`src/rtl/down_counter.sv`:
```
// Loadable down-counter/timer with one-shot and auto-reload modes.
// Emits a one-cycle terminal-count pulse when the count expires.
module down_counter #(
  parameter int WIDTH = 8
) (
  input  logic             clk,
  input  logic             rst,
  input  logic             load,
  input  logic [WIDTH-1:0] load_val,
  input  logic             en,
  input  logic             auto_reload,
  output logic [WIDTH-1:0] out,
  output logic             zero,
  output logic             tc,
  output logic             busy
);

  typedef enum logic [1:0] {
    IDLE,
    RUN,
    PAUSE,
    DONE
  } state_t;

  state_t           state;
  state_t           state_nx;
  logic [WIDTH-1:0] reload;
  logic [WIDTH-1:0] reload_nx;
  logic [WIDTH-1:0] out_nx;
  logic             tc_nx;
  logic             busy_nx;

  always_comb begin
    state_nx  = state;
    out_nx    = out;
    reload_nx = reload;
    tc_nx     = 1'b0;
    if (load) begin
      out_nx    = load_val;
      reload_nx = load_val;
      state_nx  = (load_val != '0) ? RUN : IDLE;
    end else begin
      unique case (state)
        RUN, PAUSE: begin
          if (!en) begin
            state_nx = PAUSE;
          end else if (out > WIDTH'(1)) begin
            out_nx   = out - WIDTH'(1);
            state_nx = RUN;
          end else if (out == WIDTH'(1)) begin
            tc_nx = 1'b1;
            if (auto_reload) begin
              out_nx   = reload;
              state_nx = RUN;
            end else begin
              out_nx   = '0;
              state_nx = DONE;
            end
          end else begin
            // Never reached from a nonzero load; park safely.
            state_nx = DONE;
          end
        end
        IDLE, DONE: begin
        end
        default: begin
          state_nx = IDLE;
        end
      endcase
    end
  end

  assign busy_nx = (state_nx == RUN) || (state_nx == PAUSE);

  always_ff @(posedge clk) begin
    if (rst) begin
      state  <= IDLE;
      out    <= '0;
      reload <= '0;
      tc     <= 1'b0;
      busy   <= 1'b0;
    end else begin
      state  <= state_nx;
      out    <= out_nx;
      reload <= reload_nx;
      tc     <= tc_nx;
      busy   <= busy_nx;
    end
  end

  assign zero = (out == '0);

endmodule

```
`config.mk`:
```
export PLATFORM = sky130hd
export DESIGN_NAME = down_counter
export DESIGN_NICKNAME = d
export VERILOG_FILES = /design/src/rtl/down_counter.sv
export SDC_FILE = /design/constraint.sdc
export NUM_CORES = 1
export LEC_CHECK = 0
export ABC_CLOCK_PERIOD_IN_PS = 2900
export CORE_UTILIZATION = 46
export DETAILED_ROUTE_END_ITERATION = 10
export DONT_BUFFER_PORTS = 1
export PLACE_DENSITY = 0.6
export SYNTH_ARGS = -nofsm -noshare
export SYNTH_HDL_FRONTEND = slang
export SYNTH_SLANG_ARGS = --single-unit
```
`constraint.sdc`:
```
create_clock -name clk -period 2.9 [get_ports clk]
set_clock_uncertainty 0.2 [all_clocks]
set_input_delay 0.29 -clock clk [delete_from_list [all_inputs] [get_ports clk]]
set_output_delay 0.29 -clock clk [all_outputs]
set_load 0.02 [all_outputs]
```
-- Yosys cells after proc, flatten, opt, wreduce, memory -nomap -nowiden
Cells that the tools add are included.
W data, S select, Z words.
- output and inout bits: 11
- word-level logic and storage cells: 37
- register bits: 20
- bits of input ports: 13
- multiplexer cells: 14
- reduce and logical (&&, ||, !) cells: 9
- equal/unequal tests: 5
- add/sub/neg operators: 1
- $lt $le $gt $ge: 1
- bitwise gates (word level): 2
- operators with widths (kind ; number):
    $mux W8 ; 6
    $mux W2 ; 6
    $eq A8 B1 Y1 const B ; 1
    $gt A8 B1 Y1 const B ; 1
    $logic_not A8 Y1 ; 1
    $reduce_bool A8 Y1 ; 1
    $sub A8 B1 Y8 const B ; 1
    $reduce_or A5 Y1 ; 1
    $eq A2 B1 Y1 const B ; 2
    $eq A2 B2 Y1 const B ; 2
    $reduce_bool A2 Y1 ; 2
    $reduce_and A3 Y1 ; 1
    $reduce_bool A3 Y1 ; 1
    $mux W1 ; 2
    $not A1 Y1 ; 2
    $reduce_or A2 Y1 ; 1
    $logic_or A1 B1 Y1 ; 1

-- Logic depth before layout (Yosys ltp)
Gate-level depths: netlist of the first run.
- word-level depth: 8
- depth in mapped cells: 8
- mapped depth without buffers: 7

-- Least setup slack after synthesis of the first run
No wires, ideal clock.
- path type: reg-to-reg
- from: reg out[0]
- to: reg out[6]
- library setup time: 132 ps
- required time: 2568 ps
- period minus slack after synthesis: 2217 ps
- buffers on the path: 0
- arrival time: 1884 ps
- slack: 683 ps
- stages on the path, launching flop included: 8
- cells stage by stage: dfxtp_1 -> inv_1 -> ha_1 -> nor2_1 -> nor4_4 -> or4_2 -> nand4_1 -> a21oi_1
- word-level cells in the longest chain between the ends: 5
- elaborated cells between the ends (all ways): 9
- classes of those cells: add/sub (1); order compare (1); eq/ne (1); mux (4); reduce/logical (2)
- RTL lines (element ; line ; RTL):
    start, declared ; 12 ; output logic [WIDTH-1:0] out,
    start signal, assigned ; 84 ; out <= out_nx;
    $sub A8 B1 Y8 / $gt A8 B1 Y1 (equally long branches) ; 48, 47 ;
    $mux W8 ; 47 ; end else if (out > WIDTH'(1)) begin
    $mux W8 ; 45 ; if (!en) begin
    $mux W8 ; 43 ; unique case (state)
    $mux W8 ; 38 ; if (load) begin
Parallel ways exist; a longest one is shown, timed or not. The select of a mux whose other input is x is not followed.
A chain may end at the register's enable or synchronous reset.

-- Worst setup path after layout of the first run
- from: reg out[3]
- to: reg out[7]
Same word-level chain as after synthesis.

==> run_results.csv, run 1 <==
group,metric,value,unit
run_status,run_status,"finished, final reports clean",
detailed_routing,highest-signal-layer,"met4",
synth,synthDistinctLibCells,44,
cts,cts_tree,"done",
cts,root_buffer,"clkbuf_4",
floorplanning,die-width,51.8,um
placed_design,port_buffers,0,
synth,synth_top_flop_cell,"dfxtp_1",
cts,clk_pin_slew_worst_paths,0.11,ns
global_routing,grt_use_total,0.242,
synth,syn_avg_cell_area,8.31,um2
detailed_routing,viasPerCell,6.09,
layout,area_growth_syn_to_layout,13.0,%
global_routing,antenna_found_initial,0,
placed_design,dp_hpwl,1.91,mm
sta,relSlewSlack,0.501,
detailed_routing,ant_nets,0,
sta,finalHoldViolCount,0,
setup_path,worstSetupStartpointType,"register",
detailed_routing,wl_met3,241,um
pwr,ir_drop,0.366,mV
detailed_routing,detail_route.wl_per_cell,16.5,um
setup_path,critPathRequiredTime,2.90,ns
global_routing,grt_pass1_wl,4.78,mm
layout,nets,164,
detailed_routing,drcViolationCount,0,
layout,diodes,0,
sta,rsz0062_at_grt,"false",
detailed_routing,drtIter0Drc,30,
global_routing,grt_max_degree,18,
setup_path,end_kind,"register",
floorplanning,initial_core_util,0.500,
placed_design,place.gp.congestion,0.817,
floorplanning,core,2280,um2
setup_path,cpMostUsedCell,"nor4_1",
layout,final_cell_mix,"dfxtp_1 (20), nor2_1 (18), dlygate4sd3_1 (13)",
setup_path,cpMaxStageDelayCell,"nor4_4",
cts,cts_sinks,20,
detailed_routing,wl,2.86,mm
worst_hold_path,min-delay-path-class,"input pin to register",
detailed_routing,via_count,1060,
sta,finalCriticalPeriod,2.59,ns
floorplanning,rows,17,
layout,final_util,0.565,
setup_path,max_stage_delay,0.65,ns
synth,ys_warn_count,0,
setup_path,cp_cell_sequence,"or4_4, nor4_4, and3_2, nor4_1, nor4_1",
cts,clk_latency,0.30,ns
setup_path,worstPathMaxFanout,15,
setup_path,crit_type,"register to register",
pwr,power_density,514,nW/um2
synth,syn_area,1140,um2
global_routing,grt-ovfl-total,0,
sta,tightest_slew,0.743,ns
sta,setup_viol,0,
detailed_routing,wl_met2,1.26,mm
layout,finalNonFillerCells,174,
setup_path,crit_family,"simple AND/OR/NAND/NOR gates",
synth,yosysSeqAreaShare,0.352,
sta,finalCritPeriodShare,0.893,
cts,cts_buffer_depth,2,
sta,fmax,386,MHz
setup_path,worstPathArrival,2.59,ns
setup_path,worst-path-buf-inv,0,
placed_design,dp.cells,158,
sta,drv_slew,0,
synth,synth_cells,137,
global_routing,grt_pass1_vias,989,
synth,syn-num-nets,153,
floorplanning,die_area,2680,um2
floorplanning,die_h,51.8,um
cts,cts_made_buffers,3,
detailed_routing,drt-met1-wl,1.32,mm
job,drv_cap,0,
pwr,p_leak,0.491,nW
synth,synthArstFlopShare,0,
cts,h-tree-depth,1,
synth,synth-edff-count,0,
layout,drive_gt1_frac,0.0616,
cts,postCtsSetupBuffers,0,
layout,final_common_cell,"dfxtp_1",
synth,synth_seq_cells,20,
sta,tns,0,ns
detailed_routing,dr.pass1.iters,4,
floorplanning,pin_count,24,
==> what timing repair did <==
action                    CTS  global route
hold buffers               13             0
hold endpoints to repair   19             0
resized for setup           0             0
==> stage by stage <==
step / cell area, um2 / total power, mW / hold WS, ns / worst slack, ns
CTS: 1290 / 0.664 / 0.00782 / 0.314
global route: 1290 / 0.702 / 0.0114 / 0.129
detailed placement: 1130 / 0.514 / 0.166 / 0.349
global placement: 1130 / 0.511 / 0.163 / 0.384
finish: 1290 / 0.661 / 0.00755 / 0.312
floorplan: 1140 / 0.496 / 0.228 / 0.683
==> worst reg2reg max path, cell delays in order, from the launching register on <==
cell,delay (ns)
dfxtp_1,0.43
or4_4,0.63
nor4_4,0.65
and3_2,0.29
nor4_1,0.04
nor4_1,0.24
==> cell type report <==
type	instances	area (um2)
multi-input cells	103	672
fillers	219	990
clock buffers	3	22.5
well taps	28	35.0
repair buffers	13	130
flip-flops and latches	20	400
inverters	7	26.3
==> cells in the mapped netlist (2+ instances only) <==
master | count | area, um2
dfxtp_1 | 20 | 400
nor2_1 | 18 | 67.6
nor3_1 | 8 | 40.0
a21oi_1 | 7 | 35.0
nand2_1 | 7 | 26.3
inv_1 | 6 | 22.5
mux2i_1 | 6 | 60.1
nor4_1 | 5 | 31.3
o21ai_0 | 5 | 25.0
nand4_1 | 4 | 25.0
xnor2_1 | 4 | 35.0
a311oi_1 | 3 | 26.3
and3_1 | 3 | 18.8
ha_1 | 3 | 37.5
a221o_1 | 2 | 20.0
a22oi_1 | 2 | 15.0
clkbuf_1 | 2 | 7.51
nand3_1 | 2 | 10.0
nor2b_1 | 2 | 12.5
o211ai_1 | 2 | 15.0
o32ai_1 | 2 | 17.5
xor2_1 | 2 | 17.5
==> layer usage <==
layer / GRT usage / vias to the layer above
li1: - / 528
met5: 0 / -
met3: 0.0994 / 4
met4: 0.0631 / 0
met1: 0.312 / 484
met2: 0.372 / 44
==> final timing paths <==
| check | start | end | slack [ns] | cells past startpoint |
|---|---|---|---|---|
| setup / recovery | out[3]$_SDFFE_PP0P_ | out[7]$_SDFFE_PP0P_ | 0.31 | 5 |
| hold reg to reg | reload[6]$_SDFFE_PP0P_ | reload[6]$_SDFFE_PP0P_ | 0.28 | 2 |
| setup reg to reg | out[3]$_SDFFE_PP0P_ | out[7]$_SDFFE_PP0P_ | 0.31 | 5 |
| hold / removal | auto_reload | out[4]$_SDFFE_PP0P_ | 0.008 | 2 |
==> kinds of logic (layout without fill, tap and decap cells) <==
group	after synthesis	count (layout)	synth area share
and+or+nand+nor	58	58	0.275
AOI/OAI and AO/OA	28	28	0.165
adders and majority gates	4	4	0.0418
muxes	7	7	0.0626
xor gates and xnor gates	6	6	0.0462
DFF	20	20	0.352
buffers and inverters	14	23	0.0582
==> where the power goes <==
group          internal [mW]  leakage (nW)  switching (mW)
Sequential             0.297         0.165          0.0472
Clock                 0.0485        0.0138          0.0820
Combinational         0.0869         0.312           0.100
==> registers in the layout (all words and copies together), names as in the netlist <==
signal,flops
busy,1
reload,8
tc,1
out,8
state,2
(Power assumes the default switching activity.)
==> run 2: changes to the inputs <==
- CORE_MARGIN: default -> 4
==> run 2 against run 1 <==
Via count up 0.75%. Clock-buffer cell count unchanged. Total power down 0.35%. Design area down 0.78%. Hold slack better by 0.0061 ns. Flip-flop and latch count unchanged. Critical path type unchanged. Critical endpoint unchanged. Largest cell class unchanged. Highest routed layer unchanged.
==> run_results.csv, run 2 (synthesis gave the netlist of run 1 again) <==
group,metric,value,unit
layout,diodes,0,
cts,postCtsSetupBuffers,0,
setup_path,r2r_setup_slack,0.31,ns
layout,nets,163,
setup_path,worstPathMaxFanout,15,
pwr,ir_drop,0.338,mV
setup_path,crit_end,"out[7]$_SDFFE_PP0P_",
setup_path,r2r-end,"out[7]$_SDFFE_PP0P_",
pwr,power_density,516,nW/um2
setup_path,r2r_start,"out[3]$_SDFFE_PP0P_",
cts,cts_made_buffers,3,
layout,final_common_cell,"dfxtp_1",
global_routing,grt_max_degree,18,
worst_hold_path,min-delay-path-class,"input pin to register",
sta,tightest_slew,0.753,ns
floorplanning,initial_core_util,0.500,
pwr,report.power.total,659,uW
layout,final_cell_mix,"dfxtp_1 (20), nor2_1 (18), dlygate4sd3_1 (12)",
detailed_routing,viasPerCell,6.17,
setup_path,rr_worst_depth,5,
floorplanning,pin_count,24,
sta,setup_viol,0,
placed_design,placed_area,1130,um2
setup_path,critPathRequiredTime,2.90,ns
layout,seqCellArea,400,um2
layout,multiInputGateArea,672,um2
floorplanning,die-width,57.8,um
floorplanning,rows,17,
setup_path,worstSetupStartpointType,"register",
pwr,p_leak,0.488,nW
detailed_routing,ant_nets,0,
cts,h-tree-depth,1,
detailed_routing,dr.pass1.iters,4,
placed_design,place.gp.congestion,0.781,
sta,finalHoldViolCount,0,
setup_path,worstPathArrival,2.59,ns
placed_design,port_buffers,0,
detailed_routing,detail_route.wl_per_cell,17.2,um
cts,cts_sinks,20,
floorplanning,die_area,3340,um2
layout,drive_gt1_frac,0.0621,
sta,rsz0062_at_grt,"false",
placed_design,dp_hpwl,1.96,mm
global_routing,antenna_found_initial,0,
global_routing,grt_use_total,0.185,
detailed_routing,via_count,1068,
layout,final_util,0.561,
cts,clk_pin_slew_worst_paths,0.11,ns
sta,finalCritPeriodShare,0.894,
sta,relSlewSlack,0.494,
layout,nFillCells,226,
job,drv_cap,0,
global_routing,grt_pass1_wl,4.84,mm
cts,clk_latency,0.30,ns
cts,cts_buffer_depth,2,
sta,drv_slew,0,
layout,reg.largest.list,"out x8, reload x8, state x2",
setup_path,crit_type,"register to register",
sta,setup_slack,0.308,ns
layout,fin_area,1280,um2
sta,finalCriticalPeriod,2.59,ns
floorplanning,die_h,57.8,um
setup_path,end_kind,"register",
placed_design,place_ws,0.336,ns
detailed_routing,drtIter0Drc,40,
global_routing,grt_pass1_vias,1042,
global_routing,grt-ovfl-total,0,
cts,cts_tree,"done",
sta,fmax,386,MHz
cts,root_buffer,"clkbuf_4",
floorplanning,core,2280,um2
run_status,run_status,"finished, final reports clean",
detailed_routing,drcViolationCount,0,
sta,tns,0,ns
detailed_routing,wl,2.97,mm
layout,area_growth_syn_to_layout,12.1,%
setup_path,startpoint,"out[3]$_SDFFE_PP0P_",
## run 2: per-stage QoR
stage / hold WS, ns / std cells
floorplan: 0.228 / 137
global placement: 0.164 / 158
detailed placement: 0.166 / 158
CTS: 0.00736 / 173
global route: 0.0221 / 173
finish: 0.0136 / 173
## run 2: worst min path at each step
| stage | from | endpoint | slack [ns] | cells after the start |
|---|---|---|---|---|
| 5_1_grt | auto_reload | out[3]$_SDFFE_PP0P_ | 0.02 | 2 |
| 2_1_floorplan | load_val[1] | out[1]$_SDFFE_PP0P_ | 0.23 | 1 |
| 3_3_place_gp | rst | out[6]$_SDFFE_PP0P_ | 0.16 | 1 |
| 3_5_place_dp | rst | reload[2]$_SDFFE_PP0P_ | 0.17 | 1 |
| 4_1_cts | auto_reload | out[3]$_SDFFE_PP0P_ | 0.007 | 2 |
| 6_report | auto_reload | out[4]$_SDFFE_PP0P_ | 0.01 | 2 |
## run 2: critical path, stage by stage, from the launching register on
cell and delay (ns):
dfxtp_1 0.44, or4_4 0.62, nor4_4 0.66, and3_2 0.29, nor4_1 0.04, nor4_1 0.24
## run 2: area by class of cell
| cell class | count | share of cell area |
|---|---|---|
| clock buffer | 3 | 0.0176 |
| sequential | 20 | 0.314 |
| multi-input combinational | 103 | 0.526 |
| timing repair buffer | 12 | 0.0941 |
| inverter | 7 | 0.0206 |
| tap | 28 | 0.0275 |
## run 2: what timing repair did
item,CTS,global route
hold buffers,12,0
hold endpoints to repair,19,0
resized for setup,0,0
## run 2: power by group
| group | switching [mW] | internal [mW] | total, mW |
|---|---|---|---|
| logic | 0.100 | 0.0859 | 0.186 |
| clock network | 0.0809 | 0.0484 | 0.129 |
| registers | 0.0473 | 0.297 | 0.344 |
## run 2: metal layers
metal  GRT usage  up-vias  wire length [um]
met1       0.219      504              1290
li1            -      522                 -
met5           0        -                 0
met3      0.0713        2               259
met4      0.0397        0                14
met2       0.318       40              1410
==> run 3: changes to the inputs <==
--- a/config.mk
+++ b/config.mk
@@ -6,10 +6,9 @@
 export NUM_CORES = 1
 export LEC_CHECK = 0
-export ABC_CLOCK_PERIOD_IN_PS = 2900
+export ABC_CLOCK_PERIOD_IN_PS = 3200
 export CORE_MARGIN = 4
 export CORE_UTILIZATION = 46
 export DETAILED_ROUTE_END_ITERATION = 10
 export DONT_BUFFER_PORTS = 1
-export PLACE_DENSITY = 0.6
 export SYNTH_ARGS = -nofsm -noshare
 export SYNTH_HDL_FRONTEND = slang
==> constraint.sdc (replaced) <==
create_clock -name clk -period 3.2 [get_ports clk]
set_clock_uncertainty 0.2 [all_clocks]
set_input_delay 0.32 -clock clk [delete_from_list [all_inputs] [get_ports clk]]
set_output_delay 0.32 -clock clk [all_outputs]
set_load 0.01 [all_outputs]
==> run 3 against run 2 <==
Register-to-register slack better by 0.36 ns. Die area unchanged. Sequential power fell by 12%. Design area is 0.78% lower. Cell count fell by 0.58%. Setup slack improved by 0.36 ns. Utilization decreased by 0.44 points. Critical path depth stayed put. Clock power fell by 8%.
==> run_results.csv, run 3 (synthesis gave the netlist of run 1 again) <==
group,metric,value,unit
pwr,p_leak,0.483,nW
detailed_routing,wl,2.95,mm
layout,area_growth_syn_to_layout,11.2,%
setup_path,r2r_start,"out[3]$_SDFFE_PP0P_",
placed_design,dp_hpwl,1.96,mm
sta,finalCritPeriodShare,0.791,
layout,nets,162,
cts,cts_made_buffers,3,
floorplanning,core,2280,um2
sta,rsz0062_at_grt,"false",
layout,reg.largest.list,"out x8, reload x8, state x2",
pwr,ir_drop,0.323,mV
global_routing,grt-ovfl-total,0,
layout,diodes,0,
setup_path,startpoint,"out[3]$_SDFFE_PP0P_",
sta,tightest_slew,0.756,ns
placed_design,placed_area,1130,um2
sta,relSlewSlack,0.492,
cts,h-tree-depth,1,
floorplanning,pin_count,24,
setup_path,critPathRequiredTime,3.17,ns
setup_path,worstPathArrival,2.50,ns
global_routing,grt_pass1_wl,4.79,mm
layout,fin_area,1270,um2
sta,tns,0,ns
floorplanning,initial_core_util,0.500,
job,drv_cap,0,
cts,cts_buffer_depth,2,
placed_design,dp.cells,158,
layout,drive_gt1_frac,0.0625,
worst_hold_path,hold_start,"auto_reload",
sta,drv_slew,0,
sta,fin_hold_ws,0.0151,ns
setup_path,crit_type,"register to register",
pwr,power_density,463,nW/um2
layout,final_util,0.556,
layout,final_common_cell,"dfxtp_1",
layout,final_cell_mix,"dfxtp_1 (20), nor2_1 (18), dlygate4sd3_1 (11)",
placed_design,place.gp.congestion,0.781,
setup_path,worstPathMaxFanout,15,
setup_path,end_kind,"register",
detailed_routing,via_count,1084,
layout,nFillCells,221,
layout,finalNonFillerCells,172,
setup_path,worstSetupStartpointType,"register",
detailed_routing,detail_route.wl_per_cell,17.2,um
placed_design,place_ws,0.701,ns
floorplanning,die-width,57.8,um
pwr,report.power.total,586,uW
detailed_routing,viasPerCell,6.30,
cts,clk_latency,0.30,ns
run_status,run_status,"finished, final reports clean",
layout,seqCellArea,400,um2
floorplanning,die_h,57.8,um
global_routing,grt_pass1_vias,1049,
detailed_routing,drcViolationCount,0,
sta,finalCriticalPeriod,2.53,ns
floorplanning,die_area,3340,um2
global_routing,grt_max_degree,17,
placed_design,port_buffers,0,
cts,root_buffer,"clkbuf_4",
global_routing,antenna_found_initial,0,
sta,setup_slack,0.667,ns
detailed_routing,drtIter0Drc,25,
global_routing,grt_use_total,0.183,
detailed_routing,ant_nets,0,
worst_hold_path,min-delay-path-class,"input pin to register",
sta,fmax,395,MHz
floorplanning,rows,17,
cts,cts_sinks,20,
cts,cts_tree,"done",
cts,clk_pin_slew_worst_paths,0.10,ns
layout,multiInputGateArea,672,um2
sta,setup_viol,0,
detailed_routing,dr.pass1.iters,6,
sta,finalHoldViolCount,0,
[run 3: cell count changes in the layout (fill, tap and decap cells not counted), sizes merged]
cell	change
dlygate4sd3	-1
[run 3: power breakdown]
part           switching [mW]  leakage (nW)  internal, mW
Sequential             0.0338         0.165         0.269
Clock                  0.0747        0.0138        0.0440
Combinational          0.0881         0.304        0.0769
Total                   0.197         0.483         0.390
[run 3: timing repair]
action                                  4_1_cts  5_1_grt
hold buffers                                 11        0
setup buffers                                 0        0
endpoints found under the setup margin        0        0
resized for setup                             0        0
endpoints found under the hold margin        19        0
[run 3: critical path, cell delays in order, from the launching register on]
cell,delay (ns)
dfxtp_1,0.40
or4_4,0.61
nor4_4,0.66
nor2_1,0.10
a311oi_1,0.29
o32ai_1,0.13
[run 3: cell type report]
class,count,share of cell area
clock buffers,3,0.0178
inverters,7,0.0208
multi-input cells,103,0.531
flip-flops and latches,20,0.316
well taps,28,0.0277
repair buffers,11,0.0870
[run 3: path summary, 6_finish.rpt]
check	end	slack, ns	depth (start not counted)
worst max-delay path	out[4]$_SDFFE_PP0P_	0.67	5
worst min-delay path	out[5]$_SDFFE_PP0P_	0.02	2
worst max register to register	out[4]$_SDFFE_PP0P_	0.67	5
worst min register to register	reload[6]$_SDFFE_PP0P_	0.28	2
[run 3: metal layers]
layer | up-vias | share of wire | track usage
li1 | 524 | - | -
met1 | 520 | 0.44 | 0.229
met2 | 38 | 0.46 | 0.302
met3 | 2 | 0.090 | 0.0713
met4 | 0 | 0.0058 | 0.0331
met5 | - | 0 | 0
